--- src/rtl/pipeline_ctrl_pkg.sv ---
// Shared types and helpers for the pipeline control block.
package pipeline_ctrl_pkg;

    typedef enum logic [1:0] {
        RUN     = 2'd0,
        MC_BUSY = 2'd1,
        HALTED  = 2'd2
    } pctrl_state_t;

    localparam int REG_W = 5;

    // Select code 0 means register file, k+1 means forwarding source k.
    function automatic int fwd_sel_width(input int nsrc);
        return (nsrc < 1) ? 1 : $clog2(nsrc + 1);
    endfunction

endpackage

--- src/rtl/pipeline_ctrl_if.sv ---
// Hazard inputs from the datapath and latch/mux controls back to it.
interface pipeline_ctrl_if
    import pipeline_ctrl_pkg::*;
#(
    parameter int NSRC  = 2,
    parameter int CNT_W = 16
);
    localparam int SW = fwd_sel_width(NSRC);

    logic                   ihit;
    logic                   dmem_req;
    logic                   dhit;
    logic [REG_W-1:0]       id_rs;
    logic [REG_W-1:0]       id_rt;
    logic [REG_W-1:0]       ex_rs;
    logic [REG_W-1:0]       ex_rt;
    logic [NSRC-1:0]        src_wen;
    logic [REG_W*NSRC-1:0]  src_wsel;
    logic [NSRC-1:0]        src_load;
    logic                   ex_mc_start;
    logic                   branch_taken;
    logic                   jump_dec;
    logic                   halt_mem;

    logic                   pc_en;
    logic                   fetch_en;
    logic                   dec_en;
    logic                   ex_en;
    logic                   mem_en;
    logic                   fetch_flush;
    logic                   dec_flush;
    logic                   ex_flush;
    logic [SW-1:0]          fwd_sel_a;
    logic [SW-1:0]          fwd_sel_b;
    logic                   halted;
    logic [CNT_W-1:0]       stall_cnt;
    logic [CNT_W-1:0]       flush_cnt;

    modport master (
        output ihit, dmem_req, dhit, id_rs, id_rt, ex_rs, ex_rt,
               src_wen, src_wsel, src_load, ex_mc_start, branch_taken,
               jump_dec, halt_mem,
        input  pc_en, fetch_en, dec_en, ex_en, mem_en,
               fetch_flush, dec_flush, ex_flush,
               fwd_sel_a, fwd_sel_b, halted, stall_cnt, flush_cnt
    );

    modport slave (
        input  ihit, dmem_req, dhit, id_rs, id_rt, ex_rs, ex_rt,
               src_wen, src_wsel, src_load, ex_mc_start, branch_taken,
               jump_dec, halt_mem,
        output pc_en, fetch_en, dec_en, ex_en, mem_en,
               fetch_flush, dec_flush, ex_flush,
               fwd_sel_a, fwd_sel_b, halted, stall_cnt, flush_cnt
    );

endinterface

--- src/rtl/pipeline_ctrl_fwd_select.sv ---
// Priority match of one register against NSRC pending writes; youngest source wins.
module fwd_select
    import pipeline_ctrl_pkg::*;
#(
    parameter int NSRC = 2,
    parameter int SW   = fwd_sel_width(NSRC)
) (
    input  logic [REG_W-1:0]      match_reg,
    input  logic [NSRC-1:0]       src_valid,
    input  logic [REG_W*NSRC-1:0] src_wsel,
    output logic [SW-1:0]         sel
);

    // Scan oldest to youngest so the youngest match overwrites.
    always_comb begin
        sel = '0;
        for (int k = NSRC - 1; k >= 0; k--) begin
            if (src_valid[k] && (src_wsel[k*REG_W +: REG_W] == match_reg) &&
                (match_reg != '0)) begin
                sel = SW'(k + 1);
            end
        end
    end

endmodule

--- src/rtl/pipeline_ctrl.sv ---
// Central stall/flush/forward controller for the pipelined MIPS core.
module pipeline_ctrl
    import pipeline_ctrl_pkg::*;
#(
    parameter int NSRC     = 2,
    parameter int LU_DEPTH = 1,
    parameter int MC_LAT   = 4,
    parameter int CNT_W    = 16
) (
    input logic           CLK,
    input logic           nRST,
    pipeline_ctrl_if.slave pif
);

    localparam int SW  = fwd_sel_width(NSRC);
    localparam int MCW = $clog2(MC_LAT);
    localparam logic [NSRC-1:0] LU_MASK = NSRC'((64'd1 << LU_DEPTH) - 64'd1);

    pctrl_state_t     state, state_nx;
    logic [MCW-1:0]   mc_cnt, mc_nx;
    logic [CNT_W-1:0] stall_cnt, flush_cnt;
    logic [SW-1:0]    sel_a, sel_b, lu_sel_rs, lu_sel_rt;
    logic [NSRC-1:0]  lu_valid;
    logic             ext_freeze, freeze, load_use, any_flush;
    logic             pc_en, fetch_en, dec_en, ex_en, mem_en;
    logic             fetch_flush, dec_flush, ex_flush;

    fwd_select #(.NSRC(NSRC), .SW(SW)) u_fwd_a (
        .match_reg(pif.ex_rs), .src_valid(pif.src_wen), .src_wsel(pif.src_wsel), .sel(sel_a));
    fwd_select #(.NSRC(NSRC), .SW(SW)) u_fwd_b (
        .match_reg(pif.ex_rt), .src_valid(pif.src_wen), .src_wsel(pif.src_wsel), .sel(sel_b));

    // Load-use reuses the same matcher, restricted to loads in the shallow sources.
    assign lu_valid = pif.src_load & pif.src_wen & LU_MASK;

    fwd_select #(.NSRC(NSRC), .SW(SW)) u_lu_rs (
        .match_reg(pif.id_rs), .src_valid(lu_valid), .src_wsel(pif.src_wsel), .sel(lu_sel_rs));
    fwd_select #(.NSRC(NSRC), .SW(SW)) u_lu_rt (
        .match_reg(pif.id_rt), .src_valid(lu_valid), .src_wsel(pif.src_wsel), .sel(lu_sel_rt));

    assign load_use   = (lu_sel_rs != '0) || (lu_sel_rt != '0);
    assign ext_freeze = !pif.ihit || (pif.dmem_req && !pif.dhit);
    assign freeze     = ext_freeze || (state != RUN);
    assign any_flush  = fetch_flush || dec_flush || ex_flush;

    always_ff @(posedge CLK or negedge nRST) begin
        if (!nRST) begin
            state  <= RUN;
            mc_cnt <= '0;
        end else begin
            state  <= state_nx;
            mc_cnt <= mc_nx;
        end
    end

    // The start cycle is the first of MC_LAT execute cycles, so MC_BUSY lasts MC_LAT-1.
    always_comb begin
        state_nx = state;
        mc_nx    = mc_cnt;
        case (state)
            RUN: begin
                if (pif.halt_mem && !ext_freeze) begin
                    state_nx = HALTED;
                end else if (!freeze && pif.ex_mc_start && !pif.branch_taken) begin
                    state_nx = MC_BUSY;
                    mc_nx    = MCW'(MC_LAT - 1);
                end
            end
            MC_BUSY: begin
                if (pif.halt_mem && !ext_freeze) begin
                    state_nx = HALTED;
                    mc_nx    = '0;
                end else if (!ext_freeze) begin
                    if (mc_cnt == MCW'(1)) begin
                        state_nx = RUN;
                        mc_nx    = '0;
                    end else begin
                        mc_nx = mc_cnt - MCW'(1);
                    end
                end
            end
            HALTED: begin
                state_nx = HALTED;
            end
            default: begin
                state_nx = RUN;
                mc_nx    = '0;
            end
        endcase
    end

    always_comb begin
        pc_en       = 1'b0;
        fetch_en    = 1'b0;
        dec_en      = 1'b0;
        ex_en       = 1'b0;
        mem_en      = 1'b0;
        fetch_flush = 1'b0;
        dec_flush   = 1'b0;
        ex_flush    = 1'b0;
        if (!freeze) begin
            ex_en  = 1'b1;
            mem_en = 1'b1;
            if (pif.branch_taken) begin
                pc_en       = 1'b1;
                fetch_en    = 1'b1;
                dec_en      = 1'b1;
                fetch_flush = 1'b1;
                dec_flush   = 1'b1;
                ex_flush    = 1'b1;
            end else if (load_use) begin
                dec_en    = 1'b1;
                dec_flush = 1'b1;
            end else begin
                pc_en       = 1'b1;
                fetch_en    = 1'b1;
                dec_en      = 1'b1;
                fetch_flush = pif.jump_dec;
            end
        end
    end

    always_ff @(posedge CLK or negedge nRST) begin
        if (!nRST) begin
            stall_cnt <= '0;
            flush_cnt <= '0;
        end else begin
            if (!pc_en && (state != HALTED) && (stall_cnt != '1))
                stall_cnt <= stall_cnt + CNT_W'(1);
            if (any_flush && (flush_cnt != '1))
                flush_cnt <= flush_cnt + CNT_W'(1);
        end
    end

    assign pif.pc_en       = pc_en;
    assign pif.fetch_en    = fetch_en;
    assign pif.dec_en      = dec_en;
    assign pif.ex_en       = ex_en;
    assign pif.mem_en      = mem_en;
    assign pif.fetch_flush = fetch_flush;
    assign pif.dec_flush   = dec_flush;
    assign pif.ex_flush    = ex_flush;
    assign pif.fwd_sel_a   = sel_a;
    assign pif.fwd_sel_b   = sel_b;
    assign pif.halted      = (state == HALTED);
    assign pif.stall_cnt   = stall_cnt;
    assign pif.flush_cnt   = flush_cnt;

endmodule
--- src/flat_wrapper.sv ---
// flat-port wrapper written by rule: the top's interface ports become plain ports
module pipeline_ctrl_flat import pipeline_ctrl_pkg::*;
#(
    parameter int NSRC     = 2,
    parameter int LU_DEPTH = 1,
    parameter int MC_LAT   = 4,
    parameter int CNT_W    = 16
)
  (CLK, nRST, pif_ihit, pif_dmem_req, pif_dhit, pif_id_rs, pif_id_rt, pif_ex_rs, pif_ex_rt, pif_src_wen, pif_src_wsel, pif_src_load, pif_ex_mc_start, pif_branch_taken, pif_jump_dec, pif_halt_mem, pif_pc_en, pif_fetch_en, pif_dec_en, pif_ex_en, pif_mem_en, pif_fetch_flush, pif_dec_flush, pif_ex_flush, pif_fwd_sel_a, pif_fwd_sel_b, pif_halted, pif_stall_cnt, pif_flush_cnt);
  pipeline_ctrl_if #(.NSRC(NSRC), .CNT_W(CNT_W)) pif_i ();
  input logic CLK;
  input logic nRST;
  input wire logic [$bits(pif_i.ihit)-1:0] pif_ihit;
  input wire logic [$bits(pif_i.dmem_req)-1:0] pif_dmem_req;
  input wire logic [$bits(pif_i.dhit)-1:0] pif_dhit;
  input wire logic [$bits(pif_i.id_rs)-1:0] pif_id_rs;
  input wire logic [$bits(pif_i.id_rt)-1:0] pif_id_rt;
  input wire logic [$bits(pif_i.ex_rs)-1:0] pif_ex_rs;
  input wire logic [$bits(pif_i.ex_rt)-1:0] pif_ex_rt;
  input wire logic [$bits(pif_i.src_wen)-1:0] pif_src_wen;
  input wire logic [$bits(pif_i.src_wsel)-1:0] pif_src_wsel;
  input wire logic [$bits(pif_i.src_load)-1:0] pif_src_load;
  input wire logic [$bits(pif_i.ex_mc_start)-1:0] pif_ex_mc_start;
  input wire logic [$bits(pif_i.branch_taken)-1:0] pif_branch_taken;
  input wire logic [$bits(pif_i.jump_dec)-1:0] pif_jump_dec;
  input wire logic [$bits(pif_i.halt_mem)-1:0] pif_halt_mem;
  output wire logic [$bits(pif_i.pc_en)-1:0] pif_pc_en;
  output wire logic [$bits(pif_i.fetch_en)-1:0] pif_fetch_en;
  output wire logic [$bits(pif_i.dec_en)-1:0] pif_dec_en;
  output wire logic [$bits(pif_i.ex_en)-1:0] pif_ex_en;
  output wire logic [$bits(pif_i.mem_en)-1:0] pif_mem_en;
  output wire logic [$bits(pif_i.fetch_flush)-1:0] pif_fetch_flush;
  output wire logic [$bits(pif_i.dec_flush)-1:0] pif_dec_flush;
  output wire logic [$bits(pif_i.ex_flush)-1:0] pif_ex_flush;
  output wire logic [$bits(pif_i.fwd_sel_a)-1:0] pif_fwd_sel_a;
  output wire logic [$bits(pif_i.fwd_sel_b)-1:0] pif_fwd_sel_b;
  output wire logic [$bits(pif_i.halted)-1:0] pif_halted;
  output wire logic [$bits(pif_i.stall_cnt)-1:0] pif_stall_cnt;
  output wire logic [$bits(pif_i.flush_cnt)-1:0] pif_flush_cnt;
  assign pif_i.ihit = pif_ihit;
  assign pif_i.dmem_req = pif_dmem_req;
  assign pif_i.dhit = pif_dhit;
  assign pif_i.id_rs = pif_id_rs;
  assign pif_i.id_rt = pif_id_rt;
  assign pif_i.ex_rs = pif_ex_rs;
  assign pif_i.ex_rt = pif_ex_rt;
  assign pif_i.src_wen = pif_src_wen;
  assign pif_i.src_wsel = pif_src_wsel;
  assign pif_i.src_load = pif_src_load;
  assign pif_i.ex_mc_start = pif_ex_mc_start;
  assign pif_i.branch_taken = pif_branch_taken;
  assign pif_i.jump_dec = pif_jump_dec;
  assign pif_i.halt_mem = pif_halt_mem;
  assign pif_pc_en = pif_i.pc_en;
  assign pif_fetch_en = pif_i.fetch_en;
  assign pif_dec_en = pif_i.dec_en;
  assign pif_ex_en = pif_i.ex_en;
  assign pif_mem_en = pif_i.mem_en;
  assign pif_fetch_flush = pif_i.fetch_flush;
  assign pif_dec_flush = pif_i.dec_flush;
  assign pif_ex_flush = pif_i.ex_flush;
  assign pif_fwd_sel_a = pif_i.fwd_sel_a;
  assign pif_fwd_sel_b = pif_i.fwd_sel_b;
  assign pif_halted = pif_i.halted;
  assign pif_stall_cnt = pif_i.stall_cnt;
  assign pif_flush_cnt = pif_i.flush_cnt;
  pipeline_ctrl #(.NSRC(NSRC), .LU_DEPTH(LU_DEPTH), .MC_LAT(MC_LAT), .CNT_W(CNT_W)) u_core (.CLK(CLK), .nRST(nRST), .pif(pif_i));
endmodule
--- config.mk ---
export PLATFORM = sky130hd
export DESIGN_NAME = pipeline_ctrl_flat
export DESIGN_NICKNAME = d
export VERILOG_FILES = /design/src/rtl/pipeline_ctrl_pkg.sv /design/src/rtl/pipeline_ctrl_if.sv /design/src/rtl/pipeline_ctrl_fwd_select.sv /design/src/rtl/pipeline_ctrl.sv /design/src/flat_wrapper.sv
export SDC_FILE = /design/constraint.sdc
export NUM_CORES = 1
export LEC_CHECK = 0
export ABC_AREA = 1
export ABC_CLOCK_PERIOD_IN_PS = 1850
export CORE_MARGIN = 2
export CORE_UTILIZATION = 50
export DETAILED_ROUTE_END_ITERATION = 7
export PLACE_DENSITY_LB_ADDON = 0.3
export RECOVER_POWER = 50
export SYNTH_ARGS = -nofsm -noshare
export SYNTH_HDL_FRONTEND = slang
export SYNTH_HIERARCHICAL = 1
export SYNTH_SLANG_ARGS = --single-unit
export TNS_END_PERCENT = 50
--- constraint.sdc ---
create_clock -name CLK -period 1.85 [get_ports CLK]
set_clock_uncertainty 0.1 [all_clocks]
set_input_delay 0.2775 -clock CLK [delete_from_list [all_inputs] [get_ports CLK]]
set_output_delay 0.2775 -clock CLK [all_outputs]
set_load 0.05 [all_outputs]
Word level (Yosys, flattened, before mapping)
Cells that the tools add are included.
{ "totals": {"regBits": 36, "inputBits": 43, "out_inout_bits": 45, "wordCells": 96} }
{ "classes": {"addsub": 3, "n_eq_ne": 17, "mux": 30, "bitwise": 2, "reduce_logical": 40} }
{ "ops": {"columns": ["cell", "n"], "rows": [
  ["16-bit by 1-bit adder with 16-bit output, second input constant", 2],
  ["16-bit inequality test, second input constant", 2],
  ["5-bit equality test", 6],
  ["2-bit 2-to-1 mux", 14],
  ["5-bit nonzero test", 4],
  ["1-bit logical AND", 19],
  ["1-bit 2-to-1 mux", 14],
  ["2-bit case mux with 3 select lines", 2],
  ["1-bit logical NOT", 6],
  ["3-bit by 1-bit inequality test with 1-bit output, second input constant", 2],
  ["2-bit nonzero test", 3],
  ["1-bit logical OR", 5],
  ["2-bit by 1-bit equality test with 1-bit output, second input constant", 2],
  ["2-bit inequality test, second input constant", 2],
  ["4-bit AND reduction", 1],
  ["3-bit inequality test, second input constant", 1],
  ["3-bit AND reduction", 1],
  ["2-bit equality test, second input constant", 1],
  ["2-bit logical NOT", 1],
  ["2-bit by 1-bit inequality test with 1-bit output, second input constant", 1],
  ["2-bit by 1-bit subtractor with 2-bit output, second input constant", 1],
  ["1-bit bitwise AND", 1],
  ["1-bit inverter", 1]
]} }

Logic depth before layout (Yosys ltp)
{ "logic_depth": {"ltp_word": 12, "depth_mapped": 17} }

Hierarchy
Netlist, hierarchy kept.
{ "modules_own_cells": {"columns": ["mod", "n_inst", "cells_each", "area_per_inst_um2"], "rows": [
  ["pipeline_ctrl", 1, 355, 2448.6],
  ["fwd_select", 4, 62, 247.7]
]} }

Worst setup path before layout
No wires, ideal clock.
{ "synth_path": {"path_kind": "register to output", "from": "register u_core.state[0]", "to": "output port pif_pc_en", "t_arrival_ns": 1.791, "t_required_ns": 1.472, "path_slack_ns": -0.319, "stages_incl_launch_ff": 7, "n_path_buf": 1, "path_cell_list": "dfrtp_1 nor2_2 inv_2 nor2_4 nand2_2 inv_1 buf_4"} }
{ "synth_via": {"elab_chain_len": 3} }
{ "synth_rtl": {"columns": ["item", "line_no", "text"], "rows": [
  ["start: declaration", "pipeline_ctrl.sv:19", "pctrl_state_t state, state_nx;"],
  ["start signal: assignment", "pipeline_ctrl.sv:51", "state <= state_nx;"],
  ["2-bit nonzero test", "pipeline_ctrl.sv:43", "assign freeze = ext_freeze || (state != RUN);"],
  ["1-bit logical OR", "pipeline_ctrl.sv:43", null],
  ["1-bit 2-to-1 mux", null, null],
  ["end: declaration", "flat_wrapper.sv:27", "output wire logic [$bits(pif_i.pc_en)-1:0] pif_pc_en;"]
]} }
Every way passes these cells.

Worst setup path in the final report
{ "layout_path": {"from": "input port pif_dmem_req", "to": "output port pif_pc_en"} }
{ "layout_via": {"elab_chain_len": 4} }
{ "layout_rtl": {"columns": ["item", "line_no", "text"], "rows": [
  ["start: declaration", "flat_wrapper.sv:14", "input wire logic [$bits(pif_i.dmem_req)-1:0] pif_dmem_req;"],
  ["1-bit logical AND", "pipeline_ctrl.sv:42", "assign ext_freeze = !pif.ihit || (pif.dmem_req && !pif.dhit);"],
  ["1-bit logical OR", "pipeline_ctrl.sv:42", null],
  ["1-bit logical OR", "pipeline_ctrl.sv:43", null],
  ["1-bit 2-to-1 mux", "pipeline_ctrl.sv:101", "if (!freeze) begin"]
]} }
Every way passes these cells.

==> metrics.txt <==
# TYPE chip_impl_metric gauge
chip_impl_metric{name="seqCellArea",unit="sq um"} 904.6
chip_impl_metric{name="synth_cells",unit=""} 603
chip_impl_metric{name="cts_num_sinks",unit=""} 36
chip_impl_metric{name="timing.critical_path.slowest_cell_delay",unit="ns"} 0.42
chip_impl_metric{name="power_report.internal_total",unit="W"} 0.001334
chip_impl_metric{name="regToRegSetupSlack",unit="ns"} 0.10
chip_impl_metric{name="totalWireLength",unit="mm"} 9.200
chip_impl_metric{name="timing.final.max_slew_violations",unit=""} 0
chip_impl_metric{name="detailedRoute.firstIterationViolations",unit=""} 191
chip_impl_metric{name="timing.max_slew.rel_slack",unit="%"} 38.94
chip_impl_metric{name="power.share.clock",unit="%"} 38.1
chip_impl_info{name="violations",value="setup timing"} 1
chip_impl_info{name="timing.rr.start",value="u_core/pif.flush_cnt[0]"} 1
chip_impl_metric{name="power.switching_fraction",unit="%"} 27.29
chip_impl_info{name="timing_worst_setup_path_type",value="in -> out"} 1
chip_impl_metric{name="yosys_register_bits",unit=""} 36
chip_impl_metric{name="netlist_area",unit="sq mm"} 0.003440
chip_impl_info{name="cts_tree",value="done"} 1
chip_impl_metric{name="insertedDiodeCount",unit=""} 0
chip_impl_metric{name="drcViolationCount",unit=""} 0
chip_impl_metric{name="via_count_of_the_first_global_routing_pass",unit=""} 3806
chip_impl_info{name="worst_setup_path_start_kind",value="primary input"} 1
chip_impl_metric{name="finalWorstSetupSlack",unit="ns"} -0.008763
chip_impl_metric{name="max_cap_viol_count",unit=""} 0
chip_impl_metric{name="nets",unit=""} 772
chip_impl_info{name="path_delay_family",value="buffers and inverters"} 1
chip_impl_metric{name="layout_min_cycle_time",unit="ns"} 1.859
chip_impl_metric{name="post-route-period-util",unit="%"} 100.5
chip_impl_info{name="root_cell_of_the_clock_tree",value="clkbuf_8"} 1
chip_impl_metric{name="fp.coreArea",unit="sq mm"} 0.006719
chip_impl_info{name="outcome",value="complete, but fails checks"} 1
chip_impl_metric{name="floorplan.io_pins",unit=""} 88
chip_impl_metric{name="number_of_cell_instances_on_the_worst_register_to_register_path",unit=""} 9
chip_impl_metric{name="die_height",unit="um"} 86.94
chip_impl_metric{name="drive_above_1_share",unit="%"} 20.77
chip_impl_info{name="setup.worst_path.end",value="pif_pc_en"} 1
chip_impl_metric{name="cp_max_fanout",unit=""} 5
chip_impl_metric{name="syn_area_per_cell",unit="sq um"} 5.704
chip_impl_metric{name="dr_total_vias",unit=""} 3940
chip_impl_metric{name="yosysWarningCount",unit=""} 6
chip_impl_info{name="critical_r2r_capture",value="u_core/pif.flush_cnt[6]"} 1
chip_impl_metric{name="grt_max_degree",unit=""} 37
chip_impl_metric{name="setup_violations",unit=""} 2
chip_impl_metric{name="finalHoldViolCount",unit=""} 0
chip_impl_metric{name="die_width",unit="um"} 86.94
chip_impl_metric{name="number_of_buffers_on_the_longest_clock_path",unit=""} 2
chip_impl_info{name="timing.critical_path.slowest_stage_cell",value="clkdlybuf4s50_1"} 1
chip_impl_metric{name="critPathBufInv",unit=""} 3
chip_impl_metric{name="floorplan.die_area",unit="sq mm"} 0.007559
chip_impl_metric{name="slew_at_the_pin_closest_to_its_max_slew_limit",unit="ns"} 0.9159
chip_impl_metric{name="tritoncts.num_buffers",unit=""} 5
chip_impl_metric{name="cp_num_cells",unit=""} 7
chip_impl_metric{name="final.fill_count",unit=""} 588
chip_impl_metric{name="start_util",unit="%"} 51.19
chip_impl_metric{name="area_delta_synth_final",unit="%"} 37.65
chip_impl_info{name="grt_setup_unrepaired",value="yes"} 1
chip_impl_metric{name="fin_tns_setup",unit="ns"} -0.01589
chip_impl_metric{name="synth.lib_cells_used.distinct",unit=""} 27
chip_impl_metric{name="multiInputGateArea",unit="sq mm"} 0.002163
chip_impl_metric{name="yosysSeqAreaShare",unit="%"} 26.19
chip_impl_metric{name="max_freq",unit="MHz"} 538.0
chip_impl_metric{name="seqPwrFrac",unit="%"} 42.8
chip_impl_metric{name="latest_clock_arrival_within_the_worst_skew_pair",unit="ns"} 0.29
chip_impl_metric{name="buffer_ports.inserted",unit=""} 86
chip_impl_metric{name="final.hold.worst_slack",unit="ns"} 0.3928
chip_impl_metric{name="grt_usage",unit="%"} 24.74
chip_impl_info{name="hold_path_class",value="reg -> reg"} 1
chip_impl_metric{name="crit_required",unit="ns"} 1.47
chip_impl_metric{name="detail_route.first_pass.iterations",unit=""} 4
chip_impl_metric{name="p_per_area",unit="mW/mm^2"} 387.6
chip_impl_metric{name="grt_first_pass_wirelength",unit="mm"} 15.53
chip_impl_info{name="critical-path-top-cell-by-count",value="nand2_2"} 1
chip_impl_metric{name="post_drt_via_cell_ratio",unit=""} 4.882
chip_impl_metric{name="power.switching",unit="W"} 0.0005007
chip_impl_metric{name="antenna_found_initial",unit=""} 0
chip_impl_metric{name="cts.clk_slew.worst_paths",unit="ns"} 0.07
chip_impl_info{name="worstPathCellList",value="clkdlybuf4s50_1, nand2_1, nand2_2, nor2_4, nand2_2, clkinvlp_4, buf_12"} 1
chip_impl_metric{name="pwr-share-comb",unit="%"} 19.0
chip_impl_metric{name="ir_worst_vdd",unit="V"} 0.0003727
chip_impl_metric{name="place_hpwl",unit="mm"} 7.127
chip_impl_metric{name="grt.overflow.total",unit=""} 0
chip_impl_metric{name="placement_rows",unit=""} 30
chip_impl_metric{name="leakage",unit="nW"} 2.750
chip_impl_metric{name="critPathArrivalTime",unit="ns"} 1.48
chip_impl_info{name="worstSetupEndpointType",value="output pin"} 1
chip_impl_metric{name="antenna_nets_post_route",unit=""} 0
chip_impl_metric{name="htreeDepth",unit=""} 2
chip_impl_info{name="worstSetupStartpoint",value="pif_dmem_req"} 1
chip_impl_metric{name="routability_driven_placement_congestion_ratio",unit=""} 0.8544
chip_impl_metric{name="routedWlPerCell",unit="um"} 11.40
## power groups by stage
stage	logic, W	clock network (W)	registers [W]
2_1_floorplan	0.000157	0	0.000802
3_3_place_gp	0.000346	0	0.000802
3_5_place_dp	0.000360	0	0.000802
4_1_cts	0.000339	0.000716	0.000786
5_1_grt	0.000389	0.000756	0.000786
6_report	0.000349	0.000700	0.000786
## sequential cells by signal (all words and copies together), names as in the netlist
name / flops
u_core/pif.stall_cnt: 16
u_core/mc_cnt: 2
u_core/state: 2
u_core/pif.flush_cnt: 16
## tightest hold or removal path: cells and delay by family, from the launching register on
family | cells | cell delay, ns
DFF | 1 | 0.36
and+or+nand+nor | 2 | 0.10
## how the worst min path moves through the flow
| stage | cells after the start | slack [ns] | end | startpoint |
|---|---|---|---|---|
| after detailed placement | 2 | 0.37 | u_core/mc_cnt[1] | u_core/mc_cnt[1] |
| after floorplan | 0 | -0.12 | u_core/mc_cnt[0] | nRST |
| after global placement | 2 | 0.36 | u_core/mc_cnt[1] | u_core/mc_cnt[1] |
| final | 2 | 0.39 | u_core/mc_cnt[1] | u_core/mc_cnt[1] |
| after global routing | 2 | 0.44 | u_core/mc_cnt[1] | u_core/mc_cnt[1] |
| after CTS | 2 | 0.31 | u_core/pif.stall_cnt[3] | nRST |
## area by class of cell
| cell class | instances | area share, % |
|---|---|---|
| Inverter | 98 | 7.902 |
| Clock inverter | 3 | 0.8985 |
| Multi-Input combinational cell | 462 | 45.69 |
| Timing Repair Buffer | 123 | 22.83 |
| Sequential cell | 36 | 19.11 |
| Clock buffer | 5 | 1.453 |
| Tap cell | 80 | 2.114 |
## cells by family after synthesis
family                     after synthesis  share of synthesized area (%)
adders and majority gates                3                          1.091
other                                    1                         0.1090
DFF                                     36                          26.19
AOI/OAI and AO/OA                        9                          1.419
xor gates and xnor gates                17                          4.329
and+or+nand+nor                        431                          53.84
buffers and inverters                  106                          13.02
## cells in the mapped netlist, drive strengths merged
| library cell | number | area (sq um) |
|---|---|---|
| a21boi | 1 | 7.510 |
| a21oi | 2 | 10.01 |
| a31oi | 1 | 6.260 |
| buf | 8 | 80.08 |
| clkinv | 4 | 15.01 |
| conb | 1 | 3.750 |
| dfrtp | 36 | 900.9 |
| ha | 3 | 37.54 |
| inv | 94 | 352.8 |
| nand2 | 292 | 1161 |
| nand3 | 40 | 210.2 |
| nand3b | 3 | 22.52 |
| nand4 | 6 | 37.54 |
| nor2 | 87 | 405.4 |
| nor3 | 3 | 15.01 |
| o21ai | 5 | 25.02 |
| xnor2 | 11 | 96.34 |
| xor2 | 6 | 52.55 |
## per-stage QoR
stage | util, % | cells | setup slack (ns) | total power, W | cell area [sq um]
floorplan | - | 604 | -0.1356 | 0.0009594 | 3476
global placement | 68.68 | 789 | -0.4615 | 0.001148 | 4614
detailed placement | 68.68 | 789 | -0.5481 | 0.001162 | 4614
CTS | 70.20 | 804 | -0.04454 | 0.001841 | 4717
global route | 70.47 | 807 | -0.08275 | 0.001931 | 4735
finish | 70.47 | 807 | -0.008763 | 0.001835 | 4735
## layout by cell type (no fill, tap or decap), types with 8 or more instances in the layout
cell type and count:
nor2_1 67, buf_4 58, xnor2_1 11, inv_1 81, nand2_1 275, buf_2 8
nor2_2 10, dlygate4sd2_1 16, clkbuf_1 14, nand2_2 11, inv_2 11, dfrtp_1 33
buf_12 14, nor2_4 9, nand3_1 36
## layer usage
layer	global-route usage (%)	vias to the layer above	part of all wire [%]
met5	0	-	0
met4	6.250	0	0.78
met3	4.171	10	4.2
met2	45.94	99	53
met1	29.28	1799	42
li1	-	2032	-
## what timing repair did
action,in CTS,in global routing
endpoints found under the hold margin,0,0
setup endpoints to repair,43,9
hold buffers,0,0
gates resized for setup,103,17
buffers inserted,7,3
pin swaps,18,12
Power figures use the tool's default switching activity.
